### src/rtl/en_tick_ctrl.sv
// en_tick_ctrl: debounced start/stop buttons driving a RUN/PAUSE/IDLE FSM
// that emits a one-cycle en tick every div_q+1 cycles while running.

// en_tick_deb: 2-flop synchroniser, stability-count debouncer and
// rising-edge press detector for one raw button.
module en_tick_deb #(
  parameter int DEB_LEN = 4
) (
  input  logic Clk,
  input  logic resetn,
  input  logic btn,
  output logic press
);

  localparam int CW = $clog2(DEB_LEN + 1);
  localparam logic [CW-1:0] LAST_CNT = CW'(DEB_LEN - 1);

  logic          s1_q, s2_q;
  logic          deb_q, deb_d;
  logic          press_q, press_d;
  logic [CW-1:0] stab_q, stab_d;

  // Synchronise the raw level before anything else looks at it.
  always_ff @(posedge Clk or negedge resetn) begin
    if (!resetn) begin
      s1_q <= 1'b0;
      s2_q <= 1'b0;
    end else begin
      s1_q <= btn;
      s2_q <= s1_q;
    end
  end

  // Count consecutive mismatching cycles; the DEB_LEN-th one flips the
  // debounced level, and only a 0->1 flip produces a press pulse.
  always_comb begin
    deb_d   = deb_q;
    stab_d  = '0;
    press_d = 1'b0;
    if (s2_q != deb_q) begin
      if (stab_q == LAST_CNT) begin
        deb_d   = s2_q;
        stab_d  = '0;
        press_d = s2_q;
      end else begin
        stab_d = stab_q + 1'b1;
      end
    end
  end

  // Debouncer state registers.
  always_ff @(posedge Clk or negedge resetn) begin
    if (!resetn) begin
      deb_q   <= 1'b0;
      stab_q  <= '0;
      press_q <= 1'b0;
    end else begin
      deb_q   <= deb_d;
      stab_q  <= stab_d;
      press_q <= press_d;
    end
  end

  assign press = press_q;

endmodule

module en_tick_ctrl #(
  parameter int DEB_LEN = 4,
  parameter int DIV_W   = 8
) (
  input  logic             Clk,
  input  logic             resetn,
  input  logic             start_btn,
  input  logic             stop_btn,
  input  logic [DIV_W-1:0] div,
  output logic             en,
  output logic             running,
  output logic [1:0]       state
);

  // Handshake: none. start/stop are raw levels; en is a free-running
  // one-cycle strobe with no back-pressure from the downstream counter.

  typedef enum logic [1:0] {
    ST_IDLE  = 2'b00,
    ST_RUN   = 2'b01,
    ST_PAUSE = 2'b10
  } state_t;

  logic             start_ev, stop_ev;
  state_t           state_q, state_d;
  logic [DIV_W-1:0] cnt_q, cnt_d;
  logic [DIV_W-1:0] div_q, div_d;
  logic             en_q, en_d;
  logic             running_q, running_d;

  en_tick_deb #(.DEB_LEN(DEB_LEN)) u_start_deb (
    .Clk    (Clk),
    .resetn (resetn),
    .btn    (start_btn),
    .press  (start_ev)
  );

  en_tick_deb #(.DEB_LEN(DEB_LEN)) u_stop_deb (
    .Clk    (Clk),
    .resetn (resetn),
    .btn    (stop_btn),
    .press  (stop_ev)
  );

  // Next state, prescaler and tick; stop is tested first so it wins ties.
  always_comb begin
    state_d = state_q;
    cnt_d   = cnt_q;
    div_d   = div_q;
    en_d    = 1'b0;
    case (state_q)
      ST_IDLE: begin
        if (!stop_ev && start_ev) begin
          state_d = ST_RUN;
          div_d   = div;
          cnt_d   = '0;
        end
      end
      ST_RUN: begin
        if (stop_ev) begin
          // Leaving RUN: hold cnt and suppress any tick this cycle.
          state_d = ST_PAUSE;
        end else if (cnt_q == div_q) begin
          cnt_d = '0;
          en_d  = 1'b1;
        end else begin
          cnt_d = cnt_q + 1'b1;
        end
      end
      ST_PAUSE: begin
        if (stop_ev) begin
          state_d = ST_IDLE;
          cnt_d   = '0;
        end else if (start_ev) begin
          state_d = ST_RUN;
        end
      end
      default: begin
        state_d = ST_IDLE;
        cnt_d   = '0;
      end
    endcase
    running_d = (state_d == ST_RUN);
  end

  // FSM and datapath registers.
  always_ff @(posedge Clk or negedge resetn) begin
    if (!resetn) begin
      state_q   <= ST_IDLE;
      cnt_q     <= '0;
      div_q     <= '0;
      en_q      <= 1'b0;
      running_q <= 1'b0;
    end else begin
      state_q   <= state_d;
      cnt_q     <= cnt_d;
      div_q     <= div_d;
      en_q      <= en_d;
      running_q <= running_d;
    end
  end

  assign en      = en_q;
  assign running = running_q;
  assign state   = state_q;

endmodule

### config.mk
export PLATFORM = sky130hd
export DESIGN_NAME = en_tick_ctrl
export DESIGN_NICKNAME = d
export VERILOG_FILES = /design/src/rtl/en_tick_ctrl.sv
export SDC_FILE = /design/constraint.sdc
export NUM_CORES = 1
export LEC_CHECK = 0
export BUFFER_PORTS_ARGS = -buffer_cell sky130_fd_sc_hd__buf_2
export CAP_MARGIN = 25
export CORE_MARGIN = 5
export CORE_UTILIZATION = 50
export CTS_BUF_LIST = sky130_fd_sc_hd__clkbuf_8
export DETAILED_ROUTE_END_ITERATION = 16
export PLACE_DENSITY = 0.77
export SLEW_MARGIN = 10
export SYNTH_ARGS = -nofsm -noshare
export SYNTH_HDL_FRONTEND = slang
export SYNTH_SLANG_ARGS = --single-unit
### constraint.sdc
create_clock -name Clk -period 1.69 [get_ports Clk]
set_input_delay 0.338 -clock Clk [delete_from_list [all_inputs] [get_ports Clk]]
set_output_delay 0.338 -clock Clk [all_outputs]
set_load 0.05 [all_outputs]
==> qor.txt, run 1 <==
run status = completed
Final ANT Viol Nets = 0
Core Region = 2978 µm²
Worst Max-Slew Pin Slew = 0.4275 ns
nets@finish = 153
maximum VDD drop = 0.0007416 V
Initial DRT Pass Iterations = 4
DR iter-0 viols = 17
setup TNS = 0 ns
Clock power frac = 0.225
NetSw = 893.4 µW
Final Hold Vio Count = 0
# Post-CTS Setup Buffers = 0
PwrDens = 1499 nW/µm²
placed cell area = 1664 µm²
Syn Inst Count = 113
minimum clock period = 1.485 ns
DPL Wire Length = 1917 µm
Sw Share = 0.3376
Leak = 0.8536 nW
DRT Wirelength = 2536 µm
CTS tree = done
final period utilization = 0.8787
Worst EP arrival = 1.66 ns
hold-fix buffers at CTS = 1
syn avg cell area = 13.43 µm²
Synth cell types = 33
drt wl/cell = 14.74 µm
CTS root buf = clkbuf_8
Initial Util = 0.5097
first-pass GRT wire length = 4581 µm
Comb pwr share = 0.331
port bufs = 15
die height = 65.10 µm
layout cell share with drive strength beyond 1 = 0.3237
Internal = 1.753 mW
number of top-level pins = 16
n_diodes = 0
number of max-cap violations = 0
DIE WIDTH = 65.10 µm
synthesized area = 1518 µm²
Mapped Nets = 128
design area = 1765 µm²
Area Growth Syn to Fin = 16.32%
RSZ-0062 raised after global routing = no
routed vias = 910
fmax = 0.6734 GHz
vias per inst = 5.291
FP Rows = 20
final slew viol count = 0
#FFs+latches synth = 34
Critical Path Source Type = register
clock slew seen by the registers of the worst setup and hold paths = 0.06 ns
Resize count post-CTS = 0
crit path kind = reg -> reg
Fin Clk Skew = 0.006435 ns
worst min path class = in -> reg
largest net degree at the start of global routing = 19
vias in the first global route = 992
Req. time, crit path = 1.86 ns
Pwr Total = 2.647 mW
endpoint class of the critical path = register
Reg2Reg Setup Slack = 0.20 ns
sequential group share of total power = 0.444
# DRC = 0
global-route usage over all layers = 0.1491
Max-slew headroom = 0.7150
TritonCTS Buffers = 5
Seq/Total Area, Yosys = 0.5606
initial antenna violation count = 0
Die ar. = 4237 µm²
CTS H-tree lvls = 2
clock latency on the worst-skew pair = 0.28 ns
CTS max path bufs = 2
global placer's final weighted congestion = 0.8694
global route total overflow = 0
crit-path max FO = 5
Yosys warning count = 0
# clock sinks = 34
Final Setup Violations = 0
-- power groups by stage --
stage	combinational [mW]	sequential [mW]	clock [mW]
6_report	0.876	1.18	0.595
2_1_floorplan	0.597	1.25	0
3_3_place_gp	0.845	1.18	0
4_1_cts	0.888	1.18	0.619
5_1_grt	0.968	1.20	0.658
3_5_place_dp	0.880	1.19	0
-- synth_stat cells (all sizes together) --
library cell  count  area [µm²]
xor2             10       87.58
buf               2       12.51
nor2              3       11.26
nand2b            3       26.27
nand3             2       15.01
o2bb2ai           2       17.52
and3b             2       17.52
nand2             4       15.01
xnor2             4       35.03
inv               4       15.01
and2b             1       7.510
a21oi             3       18.77
nand4             1       6.260
mux2i             1       10.01
and3              2       12.51
o22ai             3       18.77
a21bo             1       10.01
mux2             10       142.6
a32o              1       10.01
dfrtp            34       850.8
ha                3       37.54
nor4              2       25.02
nor3              3       26.28
nor3b             5       37.54
nor2b             3       18.77
a211oi            2       15.01
o21ai             2       17.52
-- worst paths after layout --
| path | endpoint | startpoint | cells after the start |
|---|---|---|---|
| setup reg to reg | cnt_q[2] | cnt_q[4] | 5 |
| hold / removal | u_stop_deb.s1_q | stop_btn | 1 |
| max in group asynchronous | u_stop_deb.deb_q | resetn | 3 |
| min in group asynchronous | div_q[2] | resetn | 2 |
| hold reg to reg | u_stop_deb.s2_q | u_stop_deb.s1_q | 0 |
| setup / recovery | cnt_q[2] | cnt_q[4] | 5 |
-- kinds of logic (layout without fill, tap and decap cells) --
| family | after synthesis | count (layout) | synth area share |
|---|---|---|---|
| and+or+nand+nor | 31 | 31 | 0.1443 |
| adders and majority gates | 3 | 3 | 0.02473 |
| muxes | 11 | 11 | 0.1006 |
| AOI/OAI and AO/OA | 14 | 14 | 0.07090 |
| xor gates and xnor gates | 14 | 14 | 0.08079 |
| buffers and inverters | 6 | 32 | 0.01813 |
| DFF | 34 | 34 | 0.5606 |
-- sequential cells by signal, indices dropped and copies added (netlist names), 2 cells and up --
signal              flops
u_start_deb.stab_q      3
u_stop_deb.stab_q       3
cnt_q                   8
state                   2
div_q                   8
-- metal layers --
layer	vias to the layer above	global-route usage	share of wire	wire length (µm)
met2	17	0.2439	0.52	1307
met4	0	0.07772	0.024	61
li1	447	-	-	-
met5	-	0	0	0
met1	439	0.1684	0.41	1035
met3	7	0.05812	0.052	131
-- area by class of cell --
type	instances	area (µm²)
timing repair buffer	20	127.6
sequential	34	850.8
clock inverter	2	8.758
multi-input combinational	73	639.4
clock buffer	6	82.58
inverter	4	15.01
tap	33	41.29
fill	242	1212
-- cells in the final DEF (no fill, tap or decap), types with 3 or more instances in the layout --
cell,instances
dfrtp_1,34
buf_2,15
xor2_1,10
mux2_4,8
clkbuf_8,6
nor3b_1,5
inv_1,5
xnor2_1,4
nand2_1,4
nor2b_1,3
nor2_1,3
o22ai_1,3
ha_1,3
buf_4,3
-- critical path, stage by stage, from the launching register on --
cell and delay (ns):
dfrtp_1 0.43, xor2_1 0.19, nor4_2 0.32, a21bo_2 0.25, o21ai_2 0.06, o2bb2ai_1 0.11
-- metrics by stage --
| stage | util | setup WS (ns) | instances | hold WS [ns] |
|---|---|---|---|---|
| 2_1_floorplan | - | 0.03526 | 113 | 0.04241 |
| 3_3_place_gp | 0.5588 | 0.2531 | 163 | 0.2999 |
| 3_5_place_dp | 0.5588 | 0.2172 | 163 | 0.2991 |
| 4_1_cts | 0.5929 | 0.2095 | 172 | 0.1436 |
| 5_1_grt | 0.5929 | 0.1241 | 172 | 0.1399 |
| 6_report | 0.5929 | 0.2050 | 172 | 0.1582 |
No activity file was read; power rests on OpenSTA's default activity.
==> run 2, diff against run 1 <==
--- a/config.mk
+++ b/config.mk
@@ -5,13 +5,14 @@
 export SDC_FILE = /design/constraint.sdc
 export NUM_CORES = 1
 export LEC_CHECK = 0
+export ABC_AREA = 1
 export BUFFER_PORTS_ARGS = -buffer_cell sky130_fd_sc_hd__buf_2
 export CAP_MARGIN = 25
 export CORE_MARGIN = 5
 export CORE_UTILIZATION = 50
 export CTS_BUF_LIST = sky130_fd_sc_hd__clkbuf_8
 export DETAILED_ROUTE_END_ITERATION = 16
-export PLACE_DENSITY = 0.77
+export PLACE_DENSITY = 0.76
 export SLEW_MARGIN = 10
 export SYNTH_ARGS = -nofsm -noshare
 export SYNTH_HDL_FRONTEND = slang
==> constraint.sdc (replaced) <==
create_clock -name Clk -period 1.69 [get_ports Clk]
set_input_delay 0.0845 -clock Clk [delete_from_list [all_inputs] [get_ports Clk]]
set_output_delay 0.0845 -clock Clk [all_outputs]
set_load 0.05 [all_outputs]
==> qor.txt, run 2 <==
most frequent cells after synthesis = nand2_1, dfrtp_1, inv_1 (was dfrtp_1, xor2_1, mux2_4)
cell mode on critical path = nand2_1
Final Hold Vio Count = 0 (unchanged)
nets@finish = 229 (was 153)
# Post-CTS Setup Buffers = 0 (unchanged)
Comb pwr share = 0.269 (was 0.331)
vias per inst = 4.436 (was 5.291)
cells along the critical path = nand2_1 > inv_1 > nor2_1 > nand2_2 > nand2_1 > inv_1 > nand2_1 > nand2_1 > a21oi_1 (was xor2_1 > nor4_2 > a21bo_2 > o21ai_2 > o2bb2ai_1)
largest stage delay on the critical path = 0.42 ns (was 0.43 ns)
NetSw = 844.5 µW (was 893.4 µW)
Leak = 0.9625 nW (was 0.8536 nW)
Final Setup Violations = 0 (unchanged)
crit-path leading delay family = simple AND/OR/NAND/NOR gates (was flip-flops)
Reg2Reg Setup Slack = 0.26 ns (was 0.20 ns)
CTS tree = done (unchanged)
DPL Wire Length = 1899 µm (was 1917 µm)
number of enable flip-flop cells after synthesis = 0 (unchanged)
worst hold stages = 3 (was 1)
routed vias = 1149 (was 910)
Resize count post-CTS = 0 (unchanged)
Seq/Total Area, Yosys = 0.5475 (was 0.5606)
CTS H-tree lvls = 2 (unchanged)
fillcell total = 272 (was 242)
layout cell share with drive strength beyond 1 = 0.1628 (was 0.3237)
Req. time, crit path = 1.90 ns (was 1.86 ns)
Area contributors post-synth = dfrtp_1, nand2_1, inv_1 (was dfrtp_1, mux2_4, xor2_1)
largest registers = cnt_q (8), div_q (8) (unchanged)
drt wl/cell = 10.53 µm (was 14.74 µm)
Area Growth Syn to Fin = 17.96% (was 16.32%)
Critical Path Source Type = register (unchanged)
Die ar. = 4323 µm² (was 4237 µm²)
RSZ-0062 raised after global routing = no (unchanged)
#FFs+latches synth = 34 (unchanged)
initial antenna violation count = 0 (unchanged)
synthesized area = 1554 µm² (was 1518 µm²)
Initial DRT Pass Iterations = 4 (unchanged)
# clock sinks = 34 (unchanged)
Worst EP arrival = 1.64 ns (was 1.66 ns)
final slew viol count = 0 (unchanged)
endpoint class of the critical path = register (unchanged)
minimum clock period = 1.426 ns (was 1.485 ns)
Internal = 1.563 mW (was 1.753 mW)
Worst Max-Slew Pin Slew = 0.7492 ns (was 0.4275 ns)
Syn Inst Count = 187 (was 113)
Mapped Nets = 202 (was 128)
Pwr Total = 2.407 mW (was 2.647 mW)
crit-path max FO = 12 (was 5)
crit path kind = reg -> reg (unchanged)
number of top-level pins = 16 (unchanged)
worst min path class = in -> reg (unchanged)
Synth cell types = 19 (was 33)
CTS max path bufs = 2 (unchanged)
Core Region = 3028 µm² (was 2978 µm²)
maximum VDD drop = 0.0006223 V (was 0.0007416 V)
placed cell area = 1668 µm² (was 1664 µm²)
worst r2r path cells = 9 (was 5)
TritonCTS Buffers = 5 (unchanged)
busiest grt layer = met2 (unchanged)
Max-slew headroom = 0.5005 (was 0.7150)
global-route usage over all layers = 0.1532 (was 0.1491)
met3 Track Usage GR = 0.04615 (was 0.05812)
FFs w/ async S/R, synth = 1.000 (unchanged)
met1 usage = 0.1987 (was 0.1684)
vias in the first global route = 1070 (was 992)
Initial Util = 0.5132 (was 0.5097)
M2 GR Usage = 0.2265 (was 0.2439)
final period utilization = 0.8438 (was 0.8787)
Final ANT Viol Nets = 0 (unchanged)
die height = 65.75 µm (was 65.10 µm)
top cell type by total area after synthesis = dfrtp_1 (unchanged)
global placer's final weighted congestion = 0.7614 (was 0.8694)
largest net degree at the start of global routing = 35 (was 19)
most frequent cell after synthesis = nand2_1 (was dfrtp_1)
n_diodes = 0 (unchanged)
PwrDens = 1313 nW/µm² (was 1499 nW/µm²)
ys flop type = dfrtp_1 (unchanged)
Sw Share = 0.3509 (was 0.3376)
DIE WIDTH = 65.75 µm (was 65.10 µm)
FP Rows = 20 (unchanged)
CTS root buf = clkbuf_8 (unchanged)
design area = 1833 µm² (was 1765 µm²)
setup TNS = 0 ns (unchanged)
top-area cell type share of the netlist area = 0.5475 (was 0.5606)
port bufs = 15 (unchanged)
Yosys warning count = 0 (unchanged)
Fin Clk Skew = 0.005946 ns (was 0.006435 ns)
first-pass GRT wire length = 4774 µm (was 4581 µm)
Crit path buffers/inverters = 2 (was 0)
# DRC = 0 (unchanged)
DRT Wirelength = 2726 µm (was 2536 µm)
syn avg cell area = 8.310 µm² (was 13.43 µm²)
sequential group share of total power = 0.470 (was 0.444)
Clock power frac = 0.261 (was 0.225)
fmax = 0.7012 GHz (was 0.6734 GHz)
commonest non-fill, non-tap cell in the layout = nand2_1 (was dfrtp_1)
Worst path slowest cell = dfrtp_1 (unchanged)
DR iter-0 viols = 88 (was 17)
global route total overflow = 0 (unchanged)
Crit path depth = 9 (was 5)
run status = completed (unchanged)
clock slew seen by the registers of the worst setup and hold paths = 0.07 ns (was 0.06 ns)
commonest cells after routing, fill and taps aside = nand2_1, dfrtp_1, inv_1, nor2_1, buf_2 (was dfrtp_1, buf_2, xor2_1, mux2_4, clkbuf_8)
clock latency on the worst-skew pair = 0.29 ns (was 0.28 ns)
number of max-cap violations = 0 (unchanged)
run 2: cell types whose count changed after synthesis, moves of 8 or more:
| cell | previous run | this run |
|---|---|---|
| nand2_1 | 4 | 71 |
| inv_1 | 4 | 25 |
| mux2_4 | 8 | 0 |
| nor2_1 | 3 | 16 |
| xor2_1 | 10 | 2 |
run 2: final cells by class:
class | instances | area [µm²] | area share
clock inverter | 2 | 12.51 | 0.006826
sequential | 34 | 850.8 | 0.4642
tap | 44 | 55.05 | 0.03003
inverter | 28 | 105.1 | 0.05734
timing repair buffer | 22 | 145.1 | 0.07918
multi-input combinational | 123 | 581.8 | 0.3174
clock buffer | 6 | 82.58 | 0.04505
run 2: stage by stage:
stage / instances / setup slack, ns / hold WS [ns] / util
after floorplan: 187 / 0.2551 / -0.2111 / -
after global placement: 244 / 0.3328 / 0.1875 / 0.5508
after detailed placement: 244 / 0.2844 / 0.1943 / 0.5508
after CTS: 259 / 0.2615 / 0.003293 / 0.6054
after global routing: 259 / 0.1331 / 0.007591 / 0.6054
final: 259 / 0.2639 / 0.009148 / 0.6054
run 2: timing repair:
item                                    CTS  global route
hold endpoints to repair                 40             0
hold buffers                              7             0
endpoints found under the setup margin    0             0
run 2: path summary, 6_finish.rpt:
check | startpoint | end
setup / recovery | state[1] | cnt_q[4]
hold / removal | div[4] | div_q[4]
setup reg to reg | state[1] | cnt_q[4]
hold reg to reg | u_start_deb.s1_q | u_start_deb.s2_q
max in group asynchronous | resetn | div_q[4]
min in group asynchronous | resetn | u_stop_deb.s2_q
run 2: tightest hold or removal path, cell delays in order:
cell and delay [ns]:
buf_2 0.07, nand2_1 0.04, o21ai_0 0.06
run 2: power by group through the flow:
stage | clock network, mW | registers [mW] | logic (mW)
global placement | 0 | 1.14 | 0.621
floorplan | 0 | 1.19 | 0.435
finish | 0.628 | 1.13 | 0.647
detailed placement | 0 | 1.15 | 0.641
global route | 0.687 | 1.16 | 0.744
CTS | 0.640 | 1.13 | 0.655
run 2: cells by family (layout without fill, tap and decap cells):
kind of cell             Yosys count  count (layout)  synth area share
AO/OA/AOI/OAI                     14              14           0.05233
XOR/XNOR                           7               7           0.03945
adder cells (fa/ha/maj)            3               3           0.02416
buffers and inverters             30              58           0.07810
flip-flops                        34              34            0.5475
AND/OR/NAND/NOR                   99              99            0.2585
run 2: per-layer routing:
metal  wire, µm  vias up
li1           -      616
met5          0        -
met1       1316      510
met2       1213       19
met4         70        0
met3        126        4
